`src/rtl/if_id_pipe.sv`:
```
`default_nettype none
// ============================================================================
// Module   : if_id_pipe
// Purpose  : Fetch-to-decode pipeline register with a valid/ready handshake,
//            a one-entry skid buffer, synchronous flush with bubble insertion
//            and a saturating stall-cycle counter. All outputs are registered
//            or decoded from registered state only.
// Ports    : clk        rising-edge clock
//            rst        asynchronous reset, active low
//            flush      synchronous flush, discards held and incoming entries
//            if_valid   fetch presents if_pc/if_inst
//            if_ready   block can accept a fetch beat
//            if_pc      fetched PC            [ADDR_W]
//            if_inst    fetched instruction   [INST_W]
//            id_valid   id_pc/id_inst hold a valid entry
//            id_ready   decode consumes the presented entry
//            id_pc      PC to decode          [ADDR_W]
//            id_inst    instruction to decode [INST_W]
//            stall_cnt  cycles with id_valid & !id_ready, saturating [CNT_W]
// Revision : 1.0 - initial release
// ============================================================================
module if_id_pipe #(
  parameter int                ADDR_W      = 32,
  parameter int                INST_W      = 32,
  parameter logic [INST_W-1:0] BUBBLE_INST = '0,
  parameter int                CNT_W       = 16
) (
  input  logic              clk,
  input  logic              rst,
  input  logic              flush,
  input  logic              if_valid,
  output logic              if_ready,
  input  logic [ADDR_W-1:0] if_pc,
  input  logic [INST_W-1:0] if_inst,
  output logic              id_valid,
  input  logic              id_ready,
  output logic [ADDR_W-1:0] id_pc,
  output logic [INST_W-1:0] id_inst,
  output logic [CNT_W-1:0]  stall_cnt
);

  // EMPTY: nothing held; BUSY: main valid; FULL: main and skid valid.
  typedef enum logic [1:0] {
    EMPTY = 2'd0,
    BUSY  = 2'd1,
    FULL  = 2'd2
  } state_t;

  state_t              r_state;
  state_t              w_state_nxt;
  logic [ADDR_W-1:0]   r_main_pc;
  logic [INST_W-1:0]   r_main_inst;
  logic [ADDR_W-1:0]   r_skid_pc;
  logic [INST_W-1:0]   r_skid_inst;
  logic [CNT_W-1:0]    r_stall_cnt;

  // One-hot selects for what the main/skid registers capture this edge.
  logic                w_load_main_if;
  logic                w_load_main_skid;
  logic                w_load_bubble;
  logic                w_load_skid;
  logic                w_clear_skid;
  logic                w_stall;

  // --------------------------------------------------------------------------
  // Next-state and load-select decode
  // --------------------------------------------------------------------------
  always_comb begin
    w_state_nxt      = r_state;
    w_load_main_if   = 1'b0;
    w_load_main_skid = 1'b0;
    w_load_bubble    = 1'b0;
    w_load_skid      = 1'b0;
    w_clear_skid     = 1'b0;

    if (flush) begin
      // Flush overrides every transition, including a beat accepted this cycle.
      w_state_nxt   = EMPTY;
      w_load_bubble = 1'b1;
      w_clear_skid  = 1'b1;
    end else begin
      case (r_state)
        EMPTY: begin
          if (if_valid) begin
            w_load_main_if = 1'b1;
            w_state_nxt    = BUSY;
          end
        end
        BUSY: begin
          if (if_valid && id_ready) begin
            w_load_main_if = 1'b1;
          end else if (if_valid) begin
            // Decoder stalled: park the new beat so it is not lost.
            w_load_skid = 1'b1;
            w_state_nxt = FULL;
          end else if (id_ready) begin
            w_load_bubble = 1'b1;
            w_state_nxt   = EMPTY;
          end
        end
        FULL: begin
          if (id_ready) begin
            w_load_main_skid = 1'b1;
            w_state_nxt      = BUSY;
          end
        end
        default: begin
          w_load_bubble = 1'b1;
          w_clear_skid  = 1'b1;
          w_state_nxt   = EMPTY;
        end
      endcase
    end
  end

  // --------------------------------------------------------------------------
  // State register
  // --------------------------------------------------------------------------
  always_ff @(posedge clk or negedge rst) begin
    if (!rst) begin
      r_state <= EMPTY;
    end else begin
      r_state <= w_state_nxt;
    end
  end

  // --------------------------------------------------------------------------
  // Main (output) register: bubble whenever the stage is empty
  // --------------------------------------------------------------------------
  always_ff @(posedge clk or negedge rst) begin
    if (!rst) begin
      r_main_pc   <= '0;
      r_main_inst <= BUBBLE_INST;
    end else if (w_load_bubble) begin
      r_main_pc   <= '0;
      r_main_inst <= BUBBLE_INST;
    end else if (w_load_main_if) begin
      r_main_pc   <= if_pc;
      r_main_inst <= if_inst;
    end else if (w_load_main_skid) begin
      r_main_pc   <= r_skid_pc;
      r_main_inst <= r_skid_inst;
    end
  end

  // --------------------------------------------------------------------------
  // Skid register
  // --------------------------------------------------------------------------
  always_ff @(posedge clk or negedge rst) begin
    if (!rst) begin
      r_skid_pc   <= '0;
      r_skid_inst <= '0;
    end else if (w_clear_skid) begin
      r_skid_pc   <= '0;
      r_skid_inst <= '0;
    end else if (w_load_skid) begin
      r_skid_pc   <= if_pc;
      r_skid_inst <= if_inst;
    end
  end

  // --------------------------------------------------------------------------
  // Stall counter: deliberately ignores flush, only reset clears it
  // --------------------------------------------------------------------------
  assign w_stall = (r_state != EMPTY) && !id_ready;

  always_ff @(posedge clk or negedge rst) begin
    if (!rst) begin
      r_stall_cnt <= '0;
    end else if (w_stall && (r_stall_cnt != {CNT_W{1'b1}})) begin
      r_stall_cnt <= r_stall_cnt + {{(CNT_W-1){1'b0}}, 1'b1};
    end
  end

  // --------------------------------------------------------------------------
  // Outputs
  // --------------------------------------------------------------------------
  assign id_valid  = (r_state != EMPTY);
  assign if_ready  = (r_state != FULL);
  assign id_pc     = r_main_pc;
  assign id_inst   = r_main_inst;
  assign stall_cnt = r_stall_cnt;

endmodule
`default_nettype wire

```
`config.mk`:
```
export PLATFORM = sky130hd
export DESIGN_NAME = if_id_pipe
export DESIGN_NICKNAME = d
export VERILOG_FILES = /design/src/rtl/if_id_pipe.sv
export SDC_FILE = /design/constraint.sdc
export NUM_CORES = 1
export LEC_CHECK = 0
export BUFFER_PORTS_ARGS = -buffer_cell sky130_fd_sc_hd__buf_2
export CAP_MARGIN = 20
export CORE_MARGIN = 3
export CORE_UTILIZATION = 53
export CTS_CLUSTER_DIAMETER = 200
export DETAILED_ROUTE_END_ITERATION = 12
export PLACE_DENSITY = 0.76
export SLEW_MARGIN = 20
export SYNTH_ARGS = -nofsm -noshare
export SYNTH_HDL_FRONTEND = slang
export SYNTH_SLANG_ARGS = --single-unit
```
`constraint.sdc`:
```
create_clock -name clk -period 1.9 [get_ports clk]
set_input_delay 0.38 -clock clk [delete_from_list [all_inputs] [get_ports clk]]
set_output_delay 0.38 -clock clk [all_outputs]
set_load 0.01 [all_outputs]
```
# Word-level counts from Yosys, hierarchy flattened
# Index checks and enable logic that the tools add are counted.
[word_totals]
output_inout_bits = 82
inputBits = 69
ff_bits = 146
[op_classes]
n_addsub = 1
n_eq_ne = 8
n_mux = 33
n_reduce_logical = 11
[ops]
columns = ["cell", "n"]
rows = [
  ["$mux W32", 10],
  ["$add A16 B1 Y16 const B", 1],
  ["$ne A16 B16 Y1 const B", 1],
  ["$mux W1", 14],
  ["$mux W2", 6],
  ["$ne A3 B3 Y1 const B", 3],
  ["$pmux W2 S3", 1],
  ["$ne A4 B4 Y1 const B", 1],
  ["$pmux W1 S2", 2],
  ["$reduce_and A4 Y1", 1],
  ["$reduce_bool A2 Y1", 2],
  ["$logic_and A1 B1 Y1", 3],
  ["$reduce_bool A3 Y1", 1],
  ["$reduce_or A3 Y1", 1],
  ["$eq A2 B1 Y1 const B", 1],
  ["$eq A2 B2 Y1 const B", 1],
  ["$logic_not A2 Y1", 1],
  ["$ne A2 B2 Y1 const B", 1],
  ["$reduce_or A2 Y1", 1],
  ["$logic_not A1 Y1", 1],
]

# Longest topological paths before layout
[depth]
word_depth = 6
ltp_mapped = 7
ltp_nobuf = 5

# Least setup slack after synthesis
# Ideal clock, no wire load.
[synth_path]
path_type = "register to register"
startpoint = "register r_stall_cnt[0] (netlist: stall_cnt[0])"
endpoint = "register r_stall_cnt[9] (netlist: stall_cnt[9])"
slack_ns = 0.110
path_buffers = 1
t_required_ns = 1.762
path_stages_with_launch = 7
setup_ns = 0.138
t_arrival_ns = 1.652
path_cell_list = "dfrtp_1 > ha_1 > nand4_1 > nor4_2 > buf_2 > nor4_1 > xor2_1"
[synth_between]
elab_chain_len = 2
elab_cells_between_ends = 3
classes_between = "1 x add/sub; 1 x eq/ne; 1 x reduce/logical"
[synth_rtl]
columns = ["element", "line", "text"]
rows = [
  ["from (decl)", "55", "logic [CNT_W-1:0] r_stall_cnt;"],
  ["from (signal assigned)", "171", "r_stall_cnt <= r_stall_cnt + {{(CNT_W-1){1'b0}}, 1'b1};"],
  ["branches (longest 2 deep; another with $add A16 B1 Y16)", "n/a", ""],
]
# Several ways; the timed one is not identified.
# A chain may end at the register's enable or synchronous reset.

# Worst setup path after layout
# Ends and elaborated chain as after synthesis.

==> run_results.csv <==
group,metric,value,unit
sta,hold_viol_final,0,
worst_setup_path,cp_num_buf_inv,2,
worst_setup_path,worstSetupPathType,"reg2reg",
clock_network,clk_path_buf_depth,2,
run_status,violations,"setup timing",
drt,drt_pre_antenna_iters,6,
power,power_frac_seq,43.2,%
cells_and_area,drive_above_1_share,34.6,%
clock_network,clk_latency,0.42,ns
placed_design,io_buffers,150,
power,peakVddDrop,1.03,mV
sta,finalClockSkew,0.0145,ns
drt,viasPerCell,5.96,
global_routing,grt_pass1_wl,23900,um
placed_design,gp_congestion,0.777,
sta,worst_pin_slew,0.478,ns
placed_design,post-dp-hpwl,9310,um
worst_setup_path,cpMostUsedCell,"buf_4",
worst_setup_path,arrival,2.24,ns
sta,setup_viol,1,
worst_setup_path,r2r_cells,7,
run,maxCapViolCount,0,
clock_network,htreeDepth,4,
worst_setup_path,reg2reg_slack,-0.002,ns
global_routing,grt_pass1_vias,4616,
run_status,status,"finished, violations left",
worst_setup_path,worstPathRequired,2.24,ns
power,clkPwrFrac,45.9,%
yosys,synthFlopType,"dfrtp_1",
floorplanning,pin_count,151,
floorplanning,num_rows,38,
global_routing,antenna_found_initial,2,
worst_setup_path,cp.depth,7,
power,switching_share,23.8,%
yosys,synthArstFlopShare,100,%
drt,ant_nets,0,
worst_setup_path,crit_family,"simple AND/OR/NAND/NOR gates",
cells_and_area,area_growth,29.3,%
global_routing,grt_overflow_total,0,
clock_network,cts-root-buf,"clkbuf_16",
yosys,syn-cell-area,0.00610,mm2
hold_path,hp-class,"in2reg",
worst_setup_path,max_stage_delay,0.45,ns
floorplanning,dieArea,0.0128,mm2
sta,fmax,0.526,GHz
cells_and_area,nets,673,
sta,timing.hold.ws,0.190,ns
cells_and_area,mostFrequentLayoutCell,"buf_2",
cells_and_area,num-fill-cells,758,
clock_network,clock-sinks,146,
drt,routedWlPerCell,19.5,um
power,leakagePower,0.00422,uW
worst_setup_path,crit_slowest_cell,"nor4_1",
clock_network,cts_tree,"done",
sta,max-slew-margin-rel,67.8,%
worst_setup_path,crit_chain,"ha_1, nand4_1, buf_4, nor4_4, buf_4, nor4_1, xor2_1",
drt,vias,4503,
floorplanning,initial_utilization,55.3,%
yosys,ys_types,33,
sta,drv_slew,0,
power,p_int,5980,uW
drt,post-route-drc-count,0,
sta,setup_tns,-0.00161,ns
clock_network,cts_buffers,17,
yosys,yosysSeqAreaShare,59.9,%
yosys,syn_inst,449,
cells_and_area,final_area,0.00788,mm2
yosys,ys_seq_elements,146,
worst_setup_path,end_kind,"flip-flop",
yosys,synth_edf_count,0,
hold_path,holdPathStages,2,
yosys,yosys_warnings,0,
yosys,postSynthAreaPerCell,13.6,um2
power,p_per_area,996,mW/mm2
power,pwr-share-comb,10.9,%
worst_setup_path,path_max_fanout,6,
yosys,synthesis.nets,519,
global_routing,track_usage,23.6,%
placed_design,placed_area,0.00720,mm2
floorplanning,die_y,113,um
power,switching_power,1870,uW
sta,period_needed,1.90,ns
sta,period_share,100,%
worst_setup_path,cp-start-kind,"flip-flop",
floorplanning,die_x,113,um
cells_and_area,mostFrequentLayoutCells,"buf_2 (149), dfrtp_1 (146), mux2i_1 (66)",
drt,wl,14700,um
drt,drt-initial-drc-count,345,
global_routing,grt_max_degree,56,
clock_network,clk_pin_slew_worst_paths,0.06,ns
floorplanning,core_area,0.0110,mm2
sta,layout_setup_ws,-0.00161,ns
==> cells in the mapped netlist (all sizes together) (4+ instances only) <==
cell type	n	area, um2
nand3	6	35.0
dfrtp	146	3650
xor2	13	114
nor4	7	62.6
mux2i	66	661
clkbuf	16	60.1
a22o	64	561
nor3	4	20.0
o2bb2ai	64	561
nand4	5	31.3
nand2	6	25.0
buf	20	100
nor2	5	21.3
==> metal layers <==
metal  wire length (um)  share of wire (%)  GRT usage, %  vias to the layer above
li1                   -                  -             -                     2030
met1               6380                 43          31.7                     2310
met2               7200                 49          36.6                      139
met3                934                6.3          7.86                       22
met4                186                1.3          7.53                        2
met5                 13              0.088             0                        -
==> what timing repair did <==
| item | CTS | global route |
|---|---|---|
| resized for setup | 2 | 0 |
| endpoints found under the setup margin | 11 | 7 |
| pin swaps | 1 | 0 |
| setup buffers | 0 | 1 |
| hold endpoints to repair | 38 | 0 |
| hold buffers | 1 | 0 |
==> power by group through the flow <==
stage | clock [uW] | sequential [uW] | combinational, uW
after floorplan | 0 | 3460 | 372
after global placement | 0 | 3430 | 825
after detailed placement | 0 | 3430 | 858
after CTS | 3650 | 3390 | 872
after global routing | 3800 | 3410 | 932
final | 3600 | 3390 | 859
==> layout make-up <==
class | count | area, um2 | share of cell area, %
diodes | 1 | 2.50 | 0.0318
clock buffers | 22 | 494 | 6.27
clock inverters | 9 | 151 | 1.92
inverters | 3 | 11.3 | 0.143
multi-input cells | 264 | 2330 | 29.5
flip-flops and latches | 146 | 3650 | 46.4
well taps | 140 | 175 | 2.22
repair buffers | 171 | 1070 | 13.5
==> registers in the layout (all words and copies together) (netlist names) <==
signal and flops:
r_skid_inst 32, stall_cnt 16, r_state 2, id_inst 32, r_skid_pc 32, id_pc 32
==> logic make-up after synthesis <==
family                   count (synthesis)  share of synthesized area, %
AO/OA/AOI/OAI                          136                          19.2
multiplexers                            68                          11.2
AND/OR/NAND/NOR                         46                          4.76
buffers and inverters                   39                          2.81
XOR/XNOR                                13                          1.87
flip-flops                             146                          59.9
adder cells (fa/ha/maj)                  1                         0.205
==> per-stage QoR <==
step	worst slack, ns	utilization (%)	power (uW)	cells
final	-0.00161	71.4	7850	756
after global routing	-0.0399	71.4	8140	756
after CTS	0.0239	71.4	7910	754
after detailed placement	-0.0286	65.3	4290	722
after global placement	0.0596	65.3	4250	722
after floorplan	0.110	-	3830	449
==> path summary, 6_finish.rpt <==
path                         startpoint               to
max in group asynchronous           rst    r_skid_pc[13]
min                         if_inst[30]  r_skid_inst[30]
min reg2reg                 id_inst[10]      id_inst[10]
max                        stall_cnt[0]     stall_cnt[9]
min in group asynchronous           rst       id_inst[5]
max reg2reg                stall_cnt[0]     stall_cnt[9]
Power figures use the tool's default switching activity.
